**config.mk**
```make
export PLATFORM = sky130hd
export DESIGN_NAME = fx3_transfer_controller
export DESIGN_NICKNAME = d
export VERILOG_FILES = /design/src/rtl/dd_fx3_pkg.sv /design/src/rtl/strobe_delay_line.sv /design/src/rtl/fx3_transfer_controller.sv
export SDC_FILE = /design/constraint.sdc
export NUM_CORES = 1
export LEC_CHECK = 0
export ABC_AREA = 1
export ABC_CLOCK_PERIOD_IN_PS = 2700
export CORE_UTILIZATION = 25
export DETAILED_ROUTE_END_ITERATION = 8
export MAX_ROUTING_LAYER = met4
export PLACE_DENSITY = 0.41
export SLEW_MARGIN = 20
export SYNTH_ARGS = -nofsm -noshare
export SYNTH_HDL_FRONTEND = slang
export SYNTH_SLANG_ARGS = --single-unit
```
**constraint.sdc**
```tcl
create_clock -name fx3Clk -period 2.7 [get_ports fx3Clk]
set_input_delay 0.675 -clock fx3Clk [delete_from_list [all_inputs] [get_ports fx3Clk]]
set_output_delay 0.675 -clock fx3Clk [all_outputs]
set_load 0.05 [all_outputs]
```
**src/rtl/dd_fx3_pkg.sv**
```systemverilog
// Shared definitions for the FX3 transfer controller: FSM encoding, default
// burst geometry and a counter-width helper.
package dd_fx3_pkg;

  typedef enum logic [1:0] {
    ST_IDLE  = 2'd0,
    ST_BURST = 2'd1,
    ST_DRAIN = 2'd2,
    ST_GAP   = 2'd3
  } fx3_state_e;

  localparam int DEF_PACKET_WORDS = 8192;
  localparam int DEF_PIPE_LATENCY = 2;
  localparam int DEF_FLAG_GAP     = 3;

  // Width able to hold 0..n-1, never narrower than one bit.
  function automatic int cnt_width(input int n);
    return (n > 1) ? $clog2(n) : 1;
  endfunction

endpackage

```
**src/rtl/strobe_delay_line.sv**
```systemverilog
// Fixed-depth shift register that aligns the FIFO read strobes with the data
// leaving the read pipeline; synchronous reset empties every stage.
module strobe_delay_line #(
  parameter int DEPTH = 2,
  parameter int WIDTH = 1
) (
  input  logic             clk_i,
  input  logic             srst_i,
  input  logic [WIDTH-1:0] din_i,
  output logic [WIDTH-1:0] dout_o
);

  generate
    if (DEPTH == 0) begin : g_bypass
      assign dout_o = din_i;
    end else begin : g_line
      logic [WIDTH-1:0] stage_q [DEPTH];

      for (genvar gi = 0; gi < DEPTH; gi++) begin : g_stage
        if (gi == 0) begin : g_head
          always_ff @(posedge clk_i) begin
            if (srst_i) stage_q[gi] <= '0;
            else        stage_q[gi] <= din_i;
          end
        end else begin : g_tail
          always_ff @(posedge clk_i) begin
            if (srst_i) stage_q[gi] <= '0;
            else        stage_q[gi] <= stage_q[gi-1];
          end
        end
      end

      assign dout_o = stage_q[DEPTH-1];
    end
  endgenerate

endmodule

```
**src/rtl/fx3_transfer_controller.sv**
```systemverilog
// Moves fixed-size packets from the capture FIFO to the FX3 slave FIFO: reads a
// burst, lets the pipeline drain, then waits for the FX3 flags to settle.
module fx3_transfer_controller
  import dd_fx3_pkg::*;
#(
  parameter int PACKET_WORDS = DEF_PACKET_WORDS,
  parameter int PIPE_LATENCY = DEF_PIPE_LATENCY,
  parameter int FLAG_GAP     = DEF_FLAG_GAP
) (
  input  logic        fx3Clk,
  input  logic        reset,
  input  logic        collectData,
  input  logic        dataAvailable,
  input  logic        bufferError,
  input  logic        fx3Ready,
  output logic        readData,
  output logic        fx3Write,
  output logic        fx3LastWord,
  output logic        busy,
  output logic [15:0] packetCount,
  output logic        stallError
);

  localparam int WCW = cnt_width(PACKET_WORDS);
  localparam int TMAX = (PIPE_LATENCY > FLAG_GAP) ? PIPE_LATENCY : FLAG_GAP;
  localparam int TW  = cnt_width(TMAX);
  localparam int DRAIN_LOAD_I = (PIPE_LATENCY > 0) ? PIPE_LATENCY - 1 : 0;
  localparam int GAP_LOAD_I   = (FLAG_GAP > 0) ? FLAG_GAP - 1 : 0;

  localparam logic [WCW-1:0] LAST_WORD  = WCW'(PACKET_WORDS - 1);
  localparam logic [TW-1:0]  DRAIN_LOAD = TW'(DRAIN_LOAD_I);
  localparam logic [TW-1:0]  GAP_LOAD   = TW'(GAP_LOAD_I);

  // Zero-length DRAIN/GAP phases are skipped rather than held for one cycle.
  localparam fx3_state_e AFTER_DRAIN = (FLAG_GAP > 0) ? ST_GAP : ST_IDLE;
  localparam fx3_state_e AFTER_BURST = (PIPE_LATENCY > 0) ? ST_DRAIN : AFTER_DRAIN;

  fx3_state_e       state_q, state_d;
  logic [WCW-1:0]   word_q, word_d;
  logic [TW-1:0]    timer_q, timer_d;
  logic [15:0]      packet_cnt_q, packet_cnt_d;
  logic             stall_q, stall_d;

  logic             start_ok;
  logic             last_read;
  logic [1:0]       strobe_in;
  logic [1:0]       strobe_out;

  assign start_ok = collectData & dataAvailable & fx3Ready & ~bufferError;

  always_ff @(posedge fx3Clk) begin
    if (reset) state_q <= ST_IDLE;
    else       state_q <= state_d;
  end

  always_comb begin
    state_d = state_q;
    case (state_q)
      ST_IDLE:  if (start_ok)             state_d = ST_BURST;
      ST_BURST: if (word_q == LAST_WORD)  state_d = AFTER_BURST;
      ST_DRAIN: if (timer_q == '0)        state_d = AFTER_DRAIN;
      ST_GAP:   if (timer_q == '0)        state_d = ST_IDLE;
      default:                            state_d = ST_IDLE;
    endcase
  end

  always_comb begin
    readData = (state_q == ST_BURST);
    busy     = (state_q != ST_IDLE);
  end

  always_comb begin
    word_d = word_q;
    if (state_q != ST_BURST && state_d == ST_BURST) word_d = '0;
    else if (readData)                              word_d = word_q + 1'b1;
  end

  always_comb begin
    timer_d = timer_q;
    if (state_d == ST_DRAIN && state_q != ST_DRAIN)    timer_d = DRAIN_LOAD;
    else if (state_d == ST_GAP && state_q != ST_GAP)   timer_d = GAP_LOAD;
    else if (timer_q != '0)                            timer_d = timer_q - 1'b1;
  end

  always_comb begin
    packet_cnt_d = packet_cnt_q;
    if (fx3LastWord) packet_cnt_d = packet_cnt_q + 16'd1;
  end

  // Dropping collectData is the host's acknowledgement, so it wins over a new stall.
  always_comb begin
    stall_d = stall_q;
    if (!collectData)                           stall_d = 1'b0;
    else if (state_q == ST_BURST && !fx3Ready)  stall_d = 1'b1;
  end

  always_ff @(posedge fx3Clk) begin
    if (reset) begin
      word_q       <= '0;
      timer_q      <= '0;
      packet_cnt_q <= '0;
      stall_q      <= 1'b0;
    end else begin
      word_q       <= word_d;
      timer_q      <= timer_d;
      packet_cnt_q <= packet_cnt_d;
      stall_q      <= stall_d;
    end
  end

  assign last_read = readData & (word_q == LAST_WORD);
  assign strobe_in = {readData, last_read};

  strobe_delay_line #(
    .DEPTH (PIPE_LATENCY),
    .WIDTH (2)
  ) u_strobe_delay (
    .clk_i  (fx3Clk),
    .srst_i (reset),
    .din_i  (strobe_in),
    .dout_o (strobe_out)
  );

  assign fx3Write    = strobe_out[1];
  assign fx3LastWord = strobe_out[0];
  assign packetCount = packet_cnt_q;
  assign stallError  = stall_q;

endmodule

```
==> impl_metrics.tcl, run 1 <==
set metrics [dict create \
    antenna_found_initial 0 \
    hold_path_class "register to register" \
    cts.sinks 38 \
    synth_nets 238 \
    yosys_register_bits 38 \
    p_leak_nw 0.7971 \
    synth_commonest_cells "nand2_1 (41), dfxtp_1 (38), nor2_1 (33)" \
    maxUsedRoutingLayer "met4" \
    portBuffers 26 \
    clk_latency_ns 0.28 \
    die_h_um 86.63 \
    dr_wl_met3_um 144 \
    area_growth_pct 24.53 \
    wl_met2_mm 1.665 \
    synth_ff_type "dfxtp_1" \
    async_flop_share_pct 0 \
    hold_buffers 0 \
    worst_pin_slew_ns 0.5006 \
    grt_overflow 0 \
    drive_above_1_share_pct 13.08 \
    grt_usage_pct 10.43 \
    fmax_ghz 0.4108 \
    via_count 1466 \
    final_hold_viol_count 0 \
    num-nets-final 269 \
    path_class "register to primary output" \
    die_w_um 86.63 \
    cp.required_ns 2.03 \
    first_iter_violations 31 \
    ys_seq_area_share_pct 42.49 \
    ant_nets 0 \
    vias_per_cell 4.118 \
    postSynthCellCount 229 \
    slew_violations 0 \
    critPathLaunchType "register" \
    route.detailed.wl_per_inst_um 9.879 \
    cts_setup_buffers 0 \
    status "completed" \
    synth_warnings 0 \
    cts_tree "done" \
    die_area_um2 7504 \
    stdcell_area_um2 2230 \
    ys_types 30 \
    finalSetupViolations 0 \
    synth.area.top_cells "dfxtp_1 (42%), nand2_1 (8.6%), nor2_1 (6.9%)" \
    fin_crit_sh_pct 90.15 \
    yosysTopAreaCell "dfxtp_1" \
    path_max_fanout 7 \
    arrival_ns 1.76 \
    rsz0062_at_grt "false" \
    htree_levels 2 \
    totalNegativeSetupSlack_ns 0 \
    grt_max_degree 19 \
    endpoint_kind "primary output" \
    grt_pass1_vias 1347 \
    cts_inserted_buffers 5 \
    drt_wl_total_mm 3.517 \
    maxCapViolCount 0 \
    ios 27 \
    ir_worst_vdd_mv 0.1891 \
    syn-cell-area_um2 1790 \
    max_slew_margin_pct 66.52 \
    rows 30 \
    wl_met1_mm 1.685 \
    synth_top_cell_area_share_pct 42.49 \
    place.gp.congestion 0.7215 \
    clock_skew_ns 0.005475 \
    synth_edf_count 0 \
    antennaDiodeCount 0 \
    drc 0 \
    yosysMostFrequentCell "nand2_1" \
    clkSlewWorstSetupHoldPaths_ns 0.07 \
    cts.repair.resized 0 \
    firstDrtPassIters 4 \
    clockBufferDepth 2 \
    dp_hpwl_mm 2.560 \
    start_util_pct 26.07 \
    p_per_area_nw_per_um2 548.0 \
    root_buffer "clkbuf_8" \
    grt_pass1_wl_mm 5.954 \
    core_um2 6869 \
    synth.avg_cell_area_um2 7.819 \
    placed_area_um2 2151 \
    finalWorstPathRequiredPeriod_ns 2.434 \
]
## report_power, final
group / internal, mW / total, mW / switching (mW)
sequential: 0.586 / 0.605 / 0.0188
combinational: 0.0908 / 0.255 / 0.164
clock: 0.173 / 0.362 / 0.189
## flip-flops by register name, indices dropped and copies added, names as in the netlist
name,count
timer_q,2
state_q,2
word_q,13
stallError,1
packetCount,16
u_strobe_delay.g_line.stage_q,4
## kinds of logic after synthesis
group	after synthesis	synth area share, %
AOI/OAI and AO/OA	26	7.757
xor gates and xnor gates	14	6.848
DFF	38	42.49
buffers and inverters	29	7.198
and+or+nand+nor	119	33.61
adders and majority gates	3	2.097
## worst max-delay path, stage by stage, from the launching register on
cell	delay (ns)
dfxtp_1	0.39
inv_2	0.08
nor2_4	0.18
clkdlybuf4s50_1	0.84
## cells in the final DEF, fill, tap and decap left out, drive strengths merged, types with 3 or more instances in the layout
cell and count:
nor3 8, nand3 15, nand4 3, dfxtp 38
inv 25, ha 3, clkdlybuf4s50 26, clkbuf 5
o21ai 11, xor2 9, a21oi 11, nand2 43
nor2 47, xnor2 5
## path summary, 6_finish.rpt
check	from	to	slack (ns)	depth (start not counted)
setup / recovery	state_q[0]	readData	0.27	3
hold / removal	u_strobe_delay.g_line.stage_q[0][1]	u_strobe_delay.g_line.stage_q[1][1]	0.40	2
setup reg to reg	timer_q[0]	word_q[2]	1.11	8
hold reg to reg	u_strobe_delay.g_line.stage_q[0][1]	u_strobe_delay.g_line.stage_q[1][1]	0.40	2
## routing by layer
layer,up-vias,track usage (%)
met5,-,-
met4,0,3.182
met3,2,3.143
met2,25,17.75
met1,653,11.76
li1,786,-
## per-stage QoR
stage	power (mW)	utilization, %	hold slack, ns	setup WS (ns)	std cells
global route	1.305	32.46	0.4200	0.1993	356
detailed placement	0.8767	31.31	0.3960	0.5716	349
finish	1.222	32.46	0.4021	0.2659	356
CTS	1.253	32.46	0.4061	0.2509	356
floorplan	0.8278	-	0.3883	0.9353	229
global placement	0.8769	31.31	0.3991	0.5900	349
## layout make-up
class,instances,area (um^2)
inverters,25,93.84
clock inverters,2,10.01
flip-flops and latches,38,760.7
fillers,764,4639
repair buffers,28,275.3
well taps,96,120.1
clock buffers,5,68.82
multi-input cells,162,900.9
Note: power is estimated with default switching activity, not from simulation.
==> inputs of run 2 (changes only) <==
CORE_MARGIN = 1   (was not set)
==> results of run 2 <==
No change in the layout: final DEF, timing and power equal those of run 1.
==> inputs of run 3 (changes only) <==
CORE_MARGIN = not set   (was 1)
==> results of run 3 <==
No change in the layout: final DEF, timing and power equal those of run 1.
